**src/rtl/touch_array.sv**
```systemverilog
// Multi-channel touch front end: 2-flop sync, per-channel debounce, ALL/ANY/THRESH combine with rise strobe.
// Latency: touched_ch 2+DEB_CYC cycles after a stable raw edge, touched/active_cnt/touch_pulse one more; no backpressure.
module touch_array #(
   parameter int N_CH       = 2,
   parameter int DEB_CYC    = 16,
   parameter int MIN_ACTIVE = 2
) (
   input  logic                      clk,
   input  logic                      rst,
   input  logic [N_CH-1:0]           touch,
   input  logic [1:0]                mode,
   output logic [N_CH-1:0]           touched_ch,
   output logic [$clog2(N_CH+1)-1:0] active_cnt,
   output logic                      touched,
   output logic                      touch_pulse
);
   localparam int CW = $clog2(N_CH+1);
   localparam int DW = $clog2(DEB_CYC+1);
   localparam logic [DW-1:0] DEB_LAST = DW'(DEB_CYC-1);
   localparam logic [CW-1:0] MIN_CNT  = CW'(MIN_ACTIVE);

   typedef enum logic {IDLE, ACTIVE} state_t;

   logic [N_CH-1:0] sync1;
   logic [N_CH-1:0] sync2;
   logic [DW-1:0]   deb_cnt [N_CH];
   logic [CW-1:0]   pop;
   logic            cond;
   logic            rise;
   state_t          state;
   state_t          state_nxt;

   always_ff @(posedge clk) begin
      if (rst) begin
         sync1 <= '0;
         sync2 <= '0;
      end else begin
         sync1 <= touch;
         sync2 <= sync1;
      end
   end

   // A channel flips only after DEB_CYC consecutive disagreeing samples; any agreement restarts the count.
   always_ff @(posedge clk) begin
      if (rst) begin
         touched_ch <= '0;
         for (int i = 0; i < N_CH; i++) begin
            deb_cnt[i] <= '0;
         end
      end else begin
         for (int i = 0; i < N_CH; i++) begin
            if (sync2[i] == touched_ch[i]) begin
               deb_cnt[i] <= '0;
            end else if (deb_cnt[i] == DEB_LAST) begin
               deb_cnt[i]    <= '0;
               touched_ch[i] <= ~touched_ch[i];
            end else begin
               deb_cnt[i] <= deb_cnt[i] + DW'(1);
            end
         end
      end
   end

   always_comb begin
      pop = '0;
      for (int i = 0; i < N_CH; i++) begin
         pop = pop + CW'(touched_ch[i]);
      end
      cond = &touched_ch;
      case (mode)
         2'b01:   cond = (pop != '0);
         2'b10:   cond = (pop >= MIN_CNT);
         default: cond = &touched_ch;
      endcase
   end

   always_ff @(posedge clk) begin
      if (rst) begin
         state <= IDLE;
      end else begin
         state <= state_nxt;
      end
   end

   always_comb begin
      state_nxt = state;
      rise      = 1'b0;
      case (state)
         IDLE: begin
            if (cond) begin
               state_nxt = ACTIVE;
               rise      = 1'b1;
            end
         end
         ACTIVE: begin
            if (!cond) begin
               state_nxt = IDLE;
            end
         end
         default: state_nxt = IDLE;
      endcase
   end

   always_ff @(posedge clk) begin
      if (rst) begin
         active_cnt  <= '0;
         touch_pulse <= 1'b0;
      end else begin
         active_cnt  <= pop;
         touch_pulse <= rise;
      end
   end

   assign touched = (state == ACTIVE);

endmodule
```
**config.mk**
```make
export PLATFORM = sky130hd
export DESIGN_NAME = touch_array
export DESIGN_NICKNAME = d
export VERILOG_FILES = /design/src/rtl/touch_array.sv
export SDC_FILE = /design/constraint.sdc
export NUM_CORES = 1
export LEC_CHECK = 0
export BUFFER_PORTS_ARGS = -buffer_cell sky130_fd_sc_hd__clkbuf_2
export CELL_PAD_IN_SITES_DETAIL_PLACEMENT = 0
export CELL_PAD_IN_SITES_GLOBAL_PLACEMENT = 1
export CORE_ASPECT_RATIO = 1.4
export CORE_MARGIN = 5
export CORE_UTILIZATION = 38
export DETAILED_ROUTE_END_ITERATION = 10
export GPL_TIMING_DRIVEN = 0
export HOLD_SLACK_MARGIN = 0.06
export PLACE_DENSITY_LB_ADDON = 0.1
export SYNTH_ARGS = -nofsm -noshare
export SYNTH_HDL_FRONTEND = slang
export SYNTH_SLANG_ARGS = --single-unit
```
**constraint.sdc**
```tcl
create_clock -name clk -period 1.7 [get_ports clk]
set_input_delay 0.51 -clock clk [delete_from_list [all_inputs] [get_ports clk]]
set_output_delay 0.51 -clock clk [all_outputs]
set_load 0.02 [all_outputs]
```
==> impl_metrics.tcl <==
set metrics [dict create \
    outcome "completed" \
    synth_xor_area_share_pct 6.087 \
    synth_top_family_by_area "simple AND/OR/NAND/NOR gates" \
    die_area_um2 3339 \
    synth_mux_area_share_pct 2.319 \
    fin_hold_ws_ns 0.4210 \
    synth-simple-area-share_pct 16.23 \
    grt_max_degree 11 \
    synth-warning-count 0 \
    die_w_um 50.29 \
    cts_tree "done" \
    worstPathRequired_ns 1.86 \
    hp-class "in -> reg" \
    powerDensity_nw_per_um2 763.9 \
    seq_area_frac_synth_pct 57.97 \
    cap_violations 0 \
    arrival_ns 1.80 \
    synth_compound_area_share_pct 1.449 \
    dp.final_hpwl_um 915.5 \
    diodes 0 \
    routabilityCongestion 0.6555 \
    clkSinkCount 20 \
    path_max_fanout 5 \
    initial_core_util_pct 39.66 \
    ir_drop_v 0.0004651 \
    cts_max_path_buffers 2 \
    leakage_nw 0.4477 \
    ctsHtreeMaxLevel 1 \
    routed_wl_mm 1.154 \
    crit_type "reg -> reg" \
    nets 115 \
    nFillCells 220 \
    num_rows 20 \
    post-route-period-util_pct 96.48 \
    drt_iter0_drc 1 \
    grt.total_usage_pct 7.953 \
    synth_area_um2 863.3 \
    rsz0062_at_grt "yes" \
    antenna_found_initial 0 \
    fin_area_um2 1037 \
    syn_avg_cell_area_um2 11.51 \
    synth_cell_types 17 \
    period_needed_ns 1.640 \
    clock_skew_ns 0.005494 \
    drc 0 \
    vias_per_cell 4.372 \
    io_pins 12 \
    setup_viol 0 \
    start_kind "flop" \
    cts_hold_buf 0 \
    grt_pass1_wl_mm 2.014 \
    drive_gt1_share_pct 26.26 \
    first_pass_iters 3 \
    ant_nets 0 \
    overflow 0 \
    vias 529 \
    insertion_delay_ns 0.29 \
    final_max_slew_viol_count 0 \
    die_h_um 66.40 \
    hold_viol_final 0 \
    area_delta_synth_final_pct 20.14 \
    wl_per_cell_um 9.537 \
    numCtsBuffers 3 \
    synth_fa_ha_area_share_pct 11.59 \
    post_dp_cell_area_um2 979.7 \
    io_buffers 11 \
    cts-root-buf "clkbuf_4" \
    core_area_um2 2177 \
    synth_cells 75 \
    grt_pass1_vias 526 \
    max_freq_mhz 609.7 \
    synth_seq_cells 20 \
    cp-end-kind "flop" \
    path_clk_slew_ns 0.11 \
]
## path summary, 6_finish.rpt
kind,slack [ns],endpoint,depth (start not counted),startpoint
worst min-delay path,0.42,sync1[1],2,touch[1]
worst min register to register,0.44,touch_pulse,1,touched
worst max-delay path,0.06,deb_cnt[0][2],5,deb_cnt[0][1]
worst max register to register,0.06,deb_cnt[0][2],5,deb_cnt[0][1]
## cells by family after synthesis
family | count (synthesis)
and+or+nand+nor | 27
DFF | 20
buffers and inverters | 9
adders and majority gates | 8
xor gates and xnor gates | 6
AOI/OAI and AO/OA | 2
muxes | 2
other | 1
## report_power, final
group | leakage, nW | internal, W | switching, W
clock | 0.0138 | 0.0000823 | 0.000134
sequential | 0.185 | 0.000521 | 0.00000814
combinational | 0.249 | 0.0000217 | 0.0000253
total | 0.448 | 0.000625 | 0.000168
## layout make-up
type                    instances  area (um^2)  area share (%)
flip-flops and latches         20        500.5           48.25
multi-input cells              55        390.4           37.64
repair buffers                 12        62.56           6.031
inverters                       8        30.03           2.895
well taps                      22        27.53           2.654
clock buffers                   3        22.52           2.171
plain buffers                   1        3.754          0.3619
## per-stage QoR
step	cells	total power [W]	setup TNS (ns)	utilization [%]	setup WS, ns
2_1_floorplan	84	0.0005678	0	-	0.1030
3_3_place_gp	117	0.0005804	0	45.00	0.004086
3_5_place_dp	117	0.0005818	-0.007254	45.00	-0.007254
4_1_cts	121	0.0008037	0	46.49	0.01911
5_1_grt	121	0.0008352	-0.01098	47.64	-0.005265
6_report	121	0.0007923	0	47.64	0.05979
## Yosys cell counts, drive strengths merged
library cell / n / area (um^2)
nor2: 14 / 52.55
dfxtp: 10 / 200.2
edfxtp: 10 / 300.3
ha: 8 / 100.1
inv: 8 / 30.03
nor2b: 6 / 37.54
xnor2: 4 / 35.03
and3: 2 / 12.51
mux2i: 2 / 20.02
nand3: 2 / 10.01
or3: 2 / 22.52
xor2: 2 / 17.52
a21oi: 1 / 5.000
clkbuf: 1 / 3.750
conb: 1 / 3.750
nor3: 1 / 5.000
o21a: 1 / 7.510
## sequential cells by signal (all words and copies together) (netlist names)
register / flops
active_cnt: 2
deb_cnt: 10
sync1: 2
sync2: 2
touch_pulse: 1
touched: 1
touched_ch: 2
## timing repair
item                       CTS  global route
setup endpoints to repair    5             8
pin swaps                    0             4
buffers inserted             1             0
resized for setup            1             9
## worst max-delay path, cell delays in order, from the launching register on
cell and delay [ns]:
edfxtp_1 0.41, ha_2 0.21, and3_1 0.18, ha_2 0.18
or3_4 0.42, nor2_2 0.11
## layout by cell type (no fill, tap or decap)
master / count
edfxtp_1: 10
clkbuf_1: 1
xnor2_1: 4
nand3_1: 2
nor2_1: 9
ha_2: 4
buf_4: 1
nor2b_1: 6
a21oi_1: 1
and3_1: 2
or3_4: 2
nor2_2: 4
inv_1: 8
ha_1: 4
clkbuf_4: 3
dfxtp_1: 10
xor2_1: 2
conb_1: 10
clkbuf_2: 11
o21a_1: 1
nor3_1: 1
mux2i_1: 2
nor2_4: 1
## layer usage
layer / GRT usage (%) / up-vias / part of all wire (%)
met3: 2.032 / 2 / 3.4
met2: 13.52 / 8 / 47
li1: - / 284 / -
met5: 0 / - / 0
met1: 8.567 / 235 / 48
met4: 4.918 / 0 / 1.0
Note: power is estimated with default switching activity, not from simulation.
